$ cat src/rtl/uart_frame_sender.sv
// Byte-queued UART transmitter: FIFO in front of an 8E1/8E2 frame serializer.
module uart_frame_sender #(
   parameter int unsigned CLK_DIV    = 16,
   parameter int unsigned FIFO_DEPTH = 8,
   parameter int unsigned STOP_BITS  = 1
) (
   input  logic                          clock,
   input  logic                          init_flag,
   input  logic                          wr_en,
   input  logic [7:0]                    wr_data,
   input  logic                          clr_ovf,
   output logic                          tx,
   output logic                          full,
   output logic                          empty,
   output logic [$clog2(FIFO_DEPTH):0]   count,
   output logic                          busy,
   output logic                          overflow
);

   localparam int unsigned AW = $clog2(FIFO_DEPTH);
   localparam int unsigned CW = AW + 1;
   localparam int unsigned BW = $clog2(CLK_DIV);

   typedef enum logic [2:0] {IDLE, START, DATA, PARITY, STOP} state_t;

   state_t          state_q, state_d;
   logic [BW-1:0]   bit_cnt_q, bit_cnt_d;
   logic [2:0]      bit_idx_q, bit_idx_d;
   logic [7:0]      shreg_q, shreg_d;
   logic            parity_q, parity_d;
   logic            tx_d;
   logic            pop_c, bit_done_c, wr_acc_c, wr_drop_c;
   logic [7:0]      mem [FIFO_DEPTH];
   logic [AW-1:0]   rd_ptr_q, wr_ptr_q;
   logic [CW-1:0]   count_d;

   // Full is judged before any same-edge pop, so a write into a full FIFO is always dropped.
   assign bit_done_c = (bit_cnt_q == BW'(CLK_DIV - 1));
   assign wr_acc_c   = wr_en && !full;
   assign wr_drop_c  = wr_en && full;
   assign count_d    = count + CW'(wr_acc_c) - CW'(pop_c);

   // Next-state, serializer datapath and FIFO pop decision.
   always_comb begin
      state_d   = state_q;
      bit_cnt_d = bit_done_c ? '0 : bit_cnt_q + BW'(1);
      bit_idx_d = bit_idx_q;
      shreg_d   = shreg_q;
      parity_d  = parity_q;
      tx_d      = tx;
      pop_c     = 1'b0;
      case (state_q)
         IDLE: begin
            bit_cnt_d = '0;
            tx_d      = 1'b1;
            if (!empty) begin
               pop_c    = 1'b1;
               state_d  = START;
               shreg_d  = mem[rd_ptr_q];
               parity_d = ^mem[rd_ptr_q];
               tx_d     = 1'b0;
            end
         end
         START: begin
            if (bit_done_c) begin
               state_d   = DATA;
               bit_idx_d = 3'd0;
               tx_d      = shreg_q[0];
               shreg_d   = {1'b0, shreg_q[7:1]};
            end
         end
         DATA: begin
            if (bit_done_c) begin
               if (bit_idx_q == 3'd7) begin
                  state_d = PARITY;
                  tx_d    = parity_q;
               end else begin
                  bit_idx_d = bit_idx_q + 3'd1;
                  tx_d      = shreg_q[0];
                  shreg_d   = {1'b0, shreg_q[7:1]};
               end
            end
         end
         PARITY: begin
            if (bit_done_c) begin
               state_d   = STOP;
               bit_idx_d = 3'd0;
               tx_d      = 1'b1;
            end
         end
         STOP: begin
            if (bit_done_c) begin
               if (bit_idx_q == 3'(STOP_BITS - 1)) begin
                  if (!empty) begin
                     pop_c    = 1'b1;
                     state_d  = START;
                     shreg_d  = mem[rd_ptr_q];
                     parity_d = ^mem[rd_ptr_q];
                     tx_d     = 1'b0;
                  end else begin
                     state_d = IDLE;
                     tx_d    = 1'b1;
                  end
               end else begin
                  bit_idx_d = bit_idx_q + 3'd1;
               end
            end
         end
         default: begin
            state_d   = IDLE;
            bit_cnt_d = '0;
            tx_d      = 1'b1;
         end
      endcase
   end

   // FSM and serializer registers; reset aborts any frame with the line idle-high.
   always_ff @(posedge clock or negedge init_flag) begin
      if (!init_flag) begin
         state_q   <= IDLE;
         bit_cnt_q <= '0;
         bit_idx_q <= 3'd0;
         shreg_q   <= 8'd0;
         parity_q  <= 1'b0;
         tx        <= 1'b1;
         busy      <= 1'b0;
      end else begin
         state_q   <= state_d;
         bit_cnt_q <= bit_cnt_d;
         bit_idx_q <= bit_idx_d;
         shreg_q   <= shreg_d;
         parity_q  <= parity_d;
         tx        <= tx_d;
         busy      <= (state_d != IDLE);
      end
   end

   // FIFO storage; contents are don't-care until written, so no reset.
   always_ff @(posedge clock) begin
      if (wr_acc_c) mem[wr_ptr_q] <= wr_data;
   end

   // FIFO pointers, occupancy flags and sticky overflow (set beats clear).
   always_ff @(posedge clock or negedge init_flag) begin
      if (!init_flag) begin
         wr_ptr_q <= '0;
         rd_ptr_q <= '0;
         count    <= '0;
         full     <= 1'b0;
         empty    <= 1'b1;
         overflow <= 1'b0;
      end else begin
         if (wr_acc_c) wr_ptr_q <= wr_ptr_q + AW'(1);
         if (pop_c)    rd_ptr_q <= rd_ptr_q + AW'(1);
         count <= count_d;
         full  <= (count_d == CW'(FIFO_DEPTH));
         empty <= (count_d == '0);
         if (wr_drop_c)    overflow <= 1'b1;
         else if (clr_ovf) overflow <= 1'b0;
      end
   end

endmodule

$ cat config.mk
export PLATFORM = sky130hd
export DESIGN_NAME = uart_frame_sender
export DESIGN_NICKNAME = d
export VERILOG_FILES = /design/src/rtl/uart_frame_sender.sv
export SDC_FILE = /design/constraint.sdc
export NUM_CORES = 1
export LEC_CHECK = 0
export CAP_MARGIN = 30
export CORE_MARGIN = 2
export CORE_UTILIZATION = 60
export DETAILED_ROUTE_END_ITERATION = 12
export MAX_ROUTING_LAYER = met4
export PLACE_DENSITY = 0.78
export SLEW_MARGIN = 20
export SYNTH_ARGS = -nofsm -noshare
export SYNTH_HDL_FRONTEND = slang
export SYNTH_SLANG_ARGS = --single-unit
$ cat constraint.sdc
create_clock -name clock -period 6.8 [get_ports clock]
set_input_delay 1.36 -clock clock [delete_from_list [all_inputs] [get_ports clock]]
set_output_delay 1.36 -clock clock [all_outputs]
set_load 0.1 [all_outputs]
==> key figures <==
Outcome
  • Status: completed

Cells and area
  • Final Util: 69.9%
  • Design area: 4770 sq um
  • Final Non-Filler Cells: 401
  • Layout cells sized above 1: 14.1%
  • Synth-to-layout area growth: 12.1%
  • Fin nets: 323
  • Filler cells: 473
  • Ant. Diodes: 0
  • Most frequent cells in the layout: 64 x edfxtp_1, 32 x dfrtp_1, 22 x nand2_1
  • Commonest non-fill, non-tap cell in the layout: edfxtp_1

Timing
  • Fmax: 280 MHz
  • Clock Skew: 0.00830 ns
  • RSZ-0062 raised after global routing: false
  • Setup violators final: 0
  • Final Hold Fails: 0
  • Max-slew violations: 0
  • Crit share post-route: 52.5%
  • Relative max-transition margin: 34.2%
  • Final min period: 3.57 ns
  • Fin Setup TNS: 0 ns
  • Worst Max-Slew Pin Slew: 0.983 ns
  • Min Hold Slack: 0.493 ns

Detailed routing
  • DR pass1 iterations: 4
  • Number of vias per cell: 5.65
  • First DRT Iteration DRCs: 76
  • Routed WL per cell: 17.6 um
  • Via Count: 2266
  • WL final: 7070 um
  • DRC Markers: 0
  • Antenna Nets Post-Route: 0

Critical path
  • WP data required: 7.10 ns
  • Most used cell, CP: inv_1
  • Top delay family on crit path: adder cells
  • Crit path max fanout: 6
  • Setup crit start kind: input pin
  • CP cell instances: clkdlybuf4s50_1 -> nor2b_1 -> inv_1 -> ha_1 -> inv_1 -> ha_1 -> inv_1 -> fa_1 -> inv_1 -> or3_1 -> nor2b_1
  • CP max-delay cell: clkdlybuf4s50_1
  • CP Class: input pin to flip-flop
  • Data arrival time of the critical path: 3.87 ns
  • Critical path's largest stage delay: 0.47 ns
  • CP bufs+invs: 5
  • CP Capture Type: flip-flop

Floorplanning
  • Die ar.: 7790 sq um
  • Rows: 30
  • Ports: 21
  • Die width: 88.3 um
  • Core ar.: 6830 sq um
  • Die H: 88.3 um
  • Initial core utilization: 62.3%

Logic synthesis
  • Synth warn: 0
  • Synth cell types: 43
  • Mapped Cells: 272
  • Seq/Total Area, Yosys: 65.2%
  • Synthesized area per cell: 15.7 sq um
  • FFs w/ async S/R, synth: 34.7%
  • Post-synth EDFFs: 64
  • Syn_nets: 295
  • Synth Flop Type: edfxtp_1
  • Synthesis-stage register bit count: 98
  • Area of the mapped netlist: 4260 sq um

Power and ir drop
  • Leakage: 1.79 nW
  • Cell Pwr Density: 318 nW/um^2
  • Max rail drop VDD: 0.214 mV

CTS
  • Total CTS buffers: 9
  • Clk pin slew, worst setup/hold paths: 0.10 ns
  • Num Clock Sinks: 98
  • Setup Fix Bufs, Post-CTS: 0
  • Clock latency on the worst-skew pair: 0.36 ns
  • Post-CTS Resized: 0
  • Root Buffer: clkbuf_8
  • # hold bufs at CTS: 0
  • Clk buf depth: 2
  • H-tree depth: 3
  • CTS tree: done

Placement
  • HPWL Detailed: 4740 um
  • Cells after DPL: 384
  • IO Port Bufs: 20
  • Final weighted congestion in routability-driven placement: 0.819
  • Placed cell area: 4560 sq um

GRT
  • First-pass GRT wire length: 11600 um
  • Initial antenna violation count: 0
  • Top Usage Layer GRT: met2
  • Gr ovfl total: 0
  • Vias in the first global route: 2308
  • GRT met3 Usage: 3.36%
  • M1 GR Usage: 27.2%
  • Largest net degree at the start of global routing: 35
  • Gr usage total: 21.3%
  • Met2 GRT Util: 34.9%

Job
  • Max cap viols: 0

Min path
  • HP Class: flip-flop to flip-flop
## path summary, 6_finish.rpt
kind | from | endpoint | slack (ns) | cells after the start
setup / recovery | wr_en | full | 3.23 | 11
hold / removal | parity_q | parity_q | 0.49 | 2
setup reg to reg | bit_cnt_q[0] | full | 3.45 | 13
hold reg to reg | parity_q | parity_q | 0.49 | 2
max in group asynchronous | init_flag | tx | 5.07 | 2
min in group asynchronous | init_flag | bit_cnt_q[3] | 1.39 | 2
## synthesized netlist by cell type (3+ instances only)
| library cell | instances | area share [%] |
|---|---|---|
| dfrtp_1 | 32 | 19 |
| nand2b_1 | 6 | 0.88 |
| mux2_2 | 3 | 0.79 |
| inv_1 | 14 | 1.2 |
| xnor2_1 | 14 | 2.9 |
| o21ai_0 | 7 | 0.82 |
| mux4_2 | 10 | 5.3 |
| nor2b_1 | 3 | 0.44 |
| mux2_1 | 5 | 1.3 |
| mux4_1 | 6 | 3.7 |
| mux2i_1 | 9 | 2.1 |
| nand2_1 | 22 | 1.9 |
| o21ai_1 | 6 | 0.71 |
| ha_1 | 10 | 2.9 |
| mux2i_4 | 3 | 1.6 |
| edfxtp_1 | 64 | 45 |
| nor2_1 | 14 | 1.2 |
| nand3_1 | 3 | 0.35 |
| nor3_1 | 5 | 0.59 |
| a21oi_1 | 7 | 0.82 |
## state kept, by name (all words and copies together) (netlist names), 3 cells and up
register,cells
shreg_q,8
count,4
state_q,3
bit_idx_q,3
mem,64
rd_ptr_q,3
bit_cnt_q,4
wr_ptr_q,3
## cell families (layout without fill, tap and decap cells)
kind of cell	Yosys count	in the layout	synth area share [%]
AOI/OAI and AO/OA	28	28	3.88
xor gates and xnor gates	17	17	3.67
adders and majority gates	11	11	3.41
buffers and inverters	24	57	2.85
DFF	98	98	65.2
muxes	36	36	14.8
and+or+nand+nor	58	58	6.23
## power breakdown
group          internal, mW  switching [mW]
sequential            0.727          0.0416
clock                 0.177           0.210
combinational         0.126           0.238
## worst reg2reg max path: stages (launching register included)
cell and delay [ns]:
dfrtp_1 0.41, ha_1 0.24, and3_1 0.27, nand3_1 0.13
a2111o_1 0.57, inv_2 0.16, ha_1 0.24, inv_1 0.06
ha_1 0.16, inv_1 0.06, fa_1 0.47, inv_1 0.04
or3_1 0.38, nor2b_1 0.11
## per-layer routing
metal	up-vias	share of wire (%)
li1	1065	-
met1	1150	44
met4	0	1.7
met3	9	3.1
met2	42	52
met5	-	0
## per-stage QoR
| stage | power, mW | setup slack [ns] |
|---|---|---|
| 3_5_place_dp | 1.15 | 2.83 |
| 2_1_floorplan | 1.04 | 3.50 |
| 6_report | 1.52 | 3.23 |
| 5_1_grt | 1.59 | 2.98 |
| 4_1_cts | 1.53 | 3.24 |
| 3_3_place_gp | 1.13 | 2.90 |
## cell type report
class	count	area, sq um	share of cell area [%]
sequential	98	2780	58.1
multi-input combinational	150	1360	28.5
timing repair buffer	25	245	5.14
clock buffer	9	124	2.60
tap	96	120	2.52
clock inverter	7	85.1	1.78
inverter	16	61.3	1.28
Power figures use the tool's default switching activity.
